==> config.mk <==
export PLATFORM = sky130hd
export DESIGN_NAME = mem_port_arbiter
export DESIGN_NICKNAME = d
export VERILOG_FILES = /design/src/rtl/mem_port_arbiter.sv
export SDC_FILE = /design/constraint.sdc
export NUM_CORES = 1
export LEC_CHECK = 0
export ABC_AREA = 1
export BUFFER_PORTS_ARGS = -buffer_cell sky130_fd_sc_hd__buf_2
export CORE_MARGIN = 5
export CORE_UTILIZATION = 49
export DETAILED_ROUTE_END_ITERATION = 7
export MAX_ROUTING_LAYER = met4
export PLACE_DENSITY_LB_ADDON = 0.3
export SYNTH_ARGS = -nofsm -noshare
export SYNTH_HDL_FRONTEND = slang
export SYNTH_SLANG_ARGS = --single-unit
export TNS_END_PERCENT = 30
==> constraint.sdc <==
create_clock -name clk -period 4.2 [get_ports clk]
set_clock_uncertainty 0.05 [all_clocks]
set_input_delay 0.84 -clock clk [delete_from_list [all_inputs] [get_ports clk]]
set_output_delay 0.84 -clock clk [all_outputs]
set_load 0.05 [all_outputs]
==> src/rtl/mem_port_arbiter.sv <==
// Round-robin arbiter sharing one single-port memory between load/store (0),
// instruction fetch (1) and display/IO (2); one access in flight at a time.
module mem_port_arbiter #(
    parameter int unsigned WIDTH        = 16,
    parameter int unsigned ADDR_BITS    = 16,
    parameter int unsigned READ_LATENCY = 1
) (
    input  logic                   clk,
    input  logic                   reset,
    input  logic [2:0]             req,
    input  logic [2:0]             we,
    input  logic [3*ADDR_BITS-1:0] addr,
    input  logic [3*WIDTH-1:0]     wdata,
    output logic [2:0]             gnt,
    output logic [2:0]             done,
    output logic [WIDTH-1:0]       rdata,
    output logic                   busy,
    output logic [ADDR_BITS-1:0]   mem_addr,
    output logic [WIDTH-1:0]       mem_wdata,
    output logic                   mem_we,
    input  logic [WIDTH-1:0]       mem_rdata
);

    typedef enum logic [1:0] {IDLE, ACCESS, WAIT, RESP} state_t;

    state_t     state, state_nxt;
    logic [1:0] last;
    logic [1:0] sel;
    logic       sel_we;
    logic [1:0] cnt;
    logic [1:0] p0, p1, p2;
    logic [1:0] win;
    logic       accept;

    // Scan order starts one past the last-served requester and wraps.
    always_comb begin
        p0 = 2'd0;
        p1 = 2'd1;
        p2 = 2'd2;
        case (last)
            2'd0: begin p0 = 2'd1; p1 = 2'd2; p2 = 2'd0; end
            2'd1: begin p0 = 2'd2; p1 = 2'd0; p2 = 2'd1; end
            default: begin p0 = 2'd0; p1 = 2'd1; p2 = 2'd2; end
        endcase
        win = req[p0] ? p0 : (req[p1] ? p1 : p2);
    end

    always_comb begin
        accept    = 1'b0;
        state_nxt = state;
        case (state)
            IDLE, RESP: begin
                accept    = |req;
                state_nxt = accept ? ACCESS : IDLE;
            end
            ACCESS: begin
                if (sel_we || READ_LATENCY <= 1)
                    state_nxt = RESP;
                else
                    state_nxt = WAIT;
            end
            WAIT: begin
                if (cnt == 2'd1)
                    state_nxt = RESP;
            end
            default: state_nxt = IDLE;
        endcase
    end

    always_ff @(posedge clk) begin
        if (reset) begin
            state     <= IDLE;
            last      <= 2'd2;
            sel       <= '0;
            sel_we    <= 1'b0;
            cnt       <= '0;
            mem_addr  <= '0;
            mem_wdata <= '0;
            rdata     <= '0;
        end else begin
            state <= state_nxt;
            // mem_addr/mem_wdata double as the latched request and hold afterwards.
            if (accept) begin
                sel       <= win;
                last      <= win;
                sel_we    <= we[win];
                mem_addr  <= addr[win*ADDR_BITS +: ADDR_BITS];
                mem_wdata <= wdata[win*WIDTH +: WIDTH];
            end
            case (state)
                ACCESS: begin
                    if (!sel_we) begin
                        cnt <= 2'(READ_LATENCY - 1);
                        if (READ_LATENCY <= 1)
                            rdata <= mem_rdata;
                    end
                end
                WAIT: begin
                    cnt <= cnt - 2'd1;
                    if (cnt == 2'd1)
                        rdata <= mem_rdata;
                end
                default: ;
            endcase
        end
    end

    assign gnt    = (state == ACCESS) ? (3'b001 << sel) : 3'b000;
    assign done   = (state == RESP)   ? (3'b001 << sel) : 3'b000;
    assign mem_we = (state == ACCESS) && sel_we;
    assign busy   = (state != IDLE);

endmodule

Word-level counts from Yosys, hierarchy flattened:

Cells that the tools add are included.

* register bits: 57
* input bits: 120
* output and inout bits: 56
* word-level logic and storage cells: 53

* $add $sub $neg: 1
* $lt $le $gt $ge: 3
* equality and inequality tests: 7
* shift-type cells: 3
* multiplexer cells: 22
* reduce and logical (&&, ||, !) cells: 9

Operator list (count)
* $shiftx A48 B7 Y16: 2
* $mux W16: 2
* $pmux W16 S2: 1
* $pmux W2 S2: 4
* $lt A2 B3 Y1 const B: 3
* $mux W2: 4
* $bmux W1 S2: 3
* $eq A2 B1 Y1 const B: 3
* $mux W3: 2
* $pmux W2 S3: 1
* $mux W1: 5
* $eq A2 B2 Y1 const B: 2
* $logic_not A2 Y1: 2
* $ne A2 B2 Y1 const B: 2
* $reduce_bool A2 Y1: 2
* $reduce_and A3 Y1: 1
* $reduce_or A3 Y1: 1
* $shl A1 B2 Y3 const A: 1
* $reduce_and A2 Y1: 1
* $reduce_or A2 Y1: 1
* $sub A2 B1 Y2 const B: 1
* $logic_and A1 B1 Y1: 1

Longest topological paths before layout:

* depth in word-level cells: 8
* mapped depth: 11
* mapped depth without buffers: 9

Least setup slack after synthesis:

Ideal clock, no wire load.

* path type: register to output
* start: reg state[1]
* end: out gnt[0]
* arrival: 1.663 ns
* data required time: 3.310 ns
* slack: 1.647 ns
* cell stages (with the launch flop): 5
* path buffers: 0
* cells stage by stage: dfxtp_1 > inv_1 > ha_1 > inv_1 > nor3_1

* longest elaborated chain between the ends: 2

RTL lines
* start: declaration: RTL line 26 `state_t state, state_nxt;`
* start signal: assignment: RTL line 81 `state <= state_nxt;`
* $eq A2 B1 Y1: RTL line 108 `assign gnt = (state == ACCESS) ? (3'b001 << sel) : 3'b000;`
* $mux W3: RTL line 108
* end: declaration: RTL line 14 `output logic [2:0] gnt,`

Every way passes these cells.

Final worst setup path:

* start: reg state[0]
* end: reg mem_addr[3]

* longest elaborated chain between the ends: 3
* elaborated cells between the ends (all ways): 4
* those cells by class: eq/ne (1); mux (1); reduce/logical (2)

RTL lines
* $eq A2 B2 Y1 / $logic_not A2 Y1 (equally long branches): RTL line 51 `case (state)`
* $reduce_or A2 Y1 *: RTL line 51
* $mux W1 *: RTL line 51
* end signal: assignment: RTL line 87 `mem_addr <= addr[win*ADDR_BITS +: ADDR_BITS];`
* end: declaration: RTL line 18 `output logic [ADDR_BITS-1:0] mem_addr,`

Mark *: on every way between the ends. The rest lies on a longest branch, timed or not.
A chain may end at the register's enable or synchronous reset.

==> results.toml <==
[floorplan]
die-area_mm2 = 0.00851
core_area_mm2 = 0.00668
ios = 176
fp-row-count = 30
die_h_um = 92.3
die_w_um = 92.3
start_util = 0.496

[clock_network]
ctsResizeCount = 0
cts_max_level = 2
cts_sinks = 56
cts_buffers = 5
cts_tree = "built"
hold_buffers = 0
clockBufferDepth = 2
cts-root-buf = "clkbuf_8"
clk_pin_slew_worst_paths_ps = 100
clk_latency_ps = 310
cts_setup_buffers = 0

[drt]
ant_nets = 0
firstDrtPassIters = 4
route.detailed.drc = 0
via_per_inst = 4.87
vias = 3760
drtIter0Drc = 140
post_drt_wl_per_cell_um = 12.5
finalWirelength_um = 9650

[setup_path]
start_kind = "flip-flop"
required_ps = 4390
path_max_fanout = 46
cp.arrival_ps = 3050
critPathCaptureType = "flip-flop"
path_class = "flip-flop to flip-flop"

[placement]
io_buffer_count = 175
placed_cells_incl_taps = 764
hpwlAfterDp_um = 7240
gp_congestion = 0.848

[layout]
num_antenna_cells = 0
final_cell_count_no_fill = 772
drive_gt1_frac = 0.288
area_delta_synth_final_pct = 26.7
nets = 816

[power]
p_comb_frac = 0.611
peakVddDrop_mv = 0.282
p_leak_uw = 0.00254
p_sw_frac = 0.563
switchingPower_uw = 1650
clkPwrFrac = 0.106
p_per_area_mw_per_mm2 = 696
power_frac_seq = 0.282
finalPower_uw = 2920
p_int_uw = 1280

[status]
status = "completed"

[timing]
maxSlewViolCount = 0
fmax_mhz = 350
maxSlewHeadroom = 0.350
setup_viol = 0
hold_violations = 0
rsz0062_at_grt = "false"
min_period_ps = 2860
tns_ps = 0
finalCritPeriodShare = 0.681
tightest_slew_ps = 971

[synthesis]
synthCells = 536
ys_types = 25
synth_top_cells_by_area = "dfxtp_1 34%, nand2_1 16%, inv_1 13%, a21oi_1 5.6%, nand3_1 5.1%"
syn_area_mm2 = 0.00332
yosys.area.top_type = "dfxtp_1"
synth_top_cell_area_share = 0.338
ys.warnings.count = 0
mappedNetlistNets = 661
ys_seq_area_frac = 0.338
ys_ff_latch = 56
synth.avg_cell_area_um2 = 6.19

[min_path]
min_path_type = "flip-flop to flip-flop"

[global_route]
grt.overflow.total = 0
grt_max_degree = 47
first_global_vias = 3746
grt_antenna_before_repair = 0
grt_pass1_wl_um = 16000
grt_usage = 0.231

[job]
maxCapViolations = 0
==> cells by family (layout without fill, tap and decap cells) <==
logic type,after synthesis,in the layout,share of synthesized area
compound gates,74,74,0.118
buf+inv,148,304,0.194
flops,56,56,0.338
fa+ha+maj,5,5,0.0189
simple gates,253,253,0.332
==> cells in the final DEF, fill, tap and decap left out, drive strengths merged <==
master	Yosys	layout
dfxtp	56	56
nand3	36	36
buf	18	176
clkinvlp	0	1
nand2	148	148
a211oi	2	2
a21oi	38	38
clkbuf	10	5
a221oi	1	1
ha	5	5
nor2	40	40
nand3b	1	1
o21ai	33	33
nor3	7	7
inv	120	122
nand4	21	21
==> flip-flops by register name, summed over array words and instances, names as in the netlist <==
signal / cells
last: 2
rdata: 16
mem_addr: 16
cnt: 2
mem_wdata: 16
sel_we: 1
sel: 1
state: 2
==> power by group through the flow <==
stage / sequential [uW] / combinational (uW) / clock, uW
after floorplan: 1380 / 904 / 0
after global placement: 833 / 1760 / 0
after detailed placement: 835 / 1790 / 0
after CTS: 824 / 1800 / 318
after global routing: 847 / 1960 / 333
final: 825 / 1790 / 311
==> synthesized netlist by cell type <==
master	count
clkbuf_1	10
dfxtp_1	56
buf_4	3
nor2_4	1
nand2_1	144
nand3_1	34
nand3b_1	1
nand2_2	4
nor2_1	36
buf_2	6
inv_1	117
o21ai_0	31
nand3_2	2
inv_2	3
nor3_2	1
buf_6	9
nor2_2	3
nor3_1	6
a211oi_1	2
ha_1	5
a21oi_1	37
a21oi_4	1
nand4_1	21
o21ai_1	2
a221oi_1	1
==> final cells by class <==
type / count / area [um2]
clock inverters: 3 / 25.0
well taps: 80 / 100
fillers: 661 / 2480
clock buffers: 5 / 68.8
inverters: 120 / 450
flip-flops and latches: 56 / 1120
repair buffers: 176 / 883
multi-input cells: 332 / 1550
==> through the flow <==
step	hold slack (ps)	setup WS [ps]	util	cell area (um2)
after floorplan	391	1650	-	3320
after global placement	402	1230	0.615	4110
after detailed placement	408	1150	0.615	4110
after CTS	423	1330	0.629	4200
after global routing	454	1010	0.629	4200
final	420	1340	0.629	4200
==> per-layer routing <==
layer  global-route usage  up-vias  wire length, um
li1                     -     1946                -
met1                0.268     1664             4030
met2                0.408      137             4810
met3               0.0336       13              662
met4               0.0792        0              150
met5                    -        -                0
==> critical path, cell delays in order, from the launching register on <==
cell     delay [ps]
dfxtp_1         380
inv_1            90
ha_1            340
nor2_4          100
buf_4           380
inv_2           310
nor2_2          760
nand3_1         190
a21oi_1         160
==> path summary, 6_finish.rpt <==
check	startpoint	end	slack, ps	cells past startpoint
worst min register to register	cnt[1]$_SDFFE_PP0P_	cnt[1]$_SDFFE_PP0P_	420	2
worst max-delay path	state[0]$_SDFFE_PP0P_	mem_addr[3]$_SDFFE_PP0P_	1340	8
worst min-delay path	cnt[1]$_SDFFE_PP0P_	cnt[1]$_SDFFE_PP0P_	420	2
worst max register to register	state[0]$_SDFFE_PP0P_	mem_addr[3]$_SDFFE_PP0P_	1340	8
Note: power is estimated with default switching activity, not from simulation.
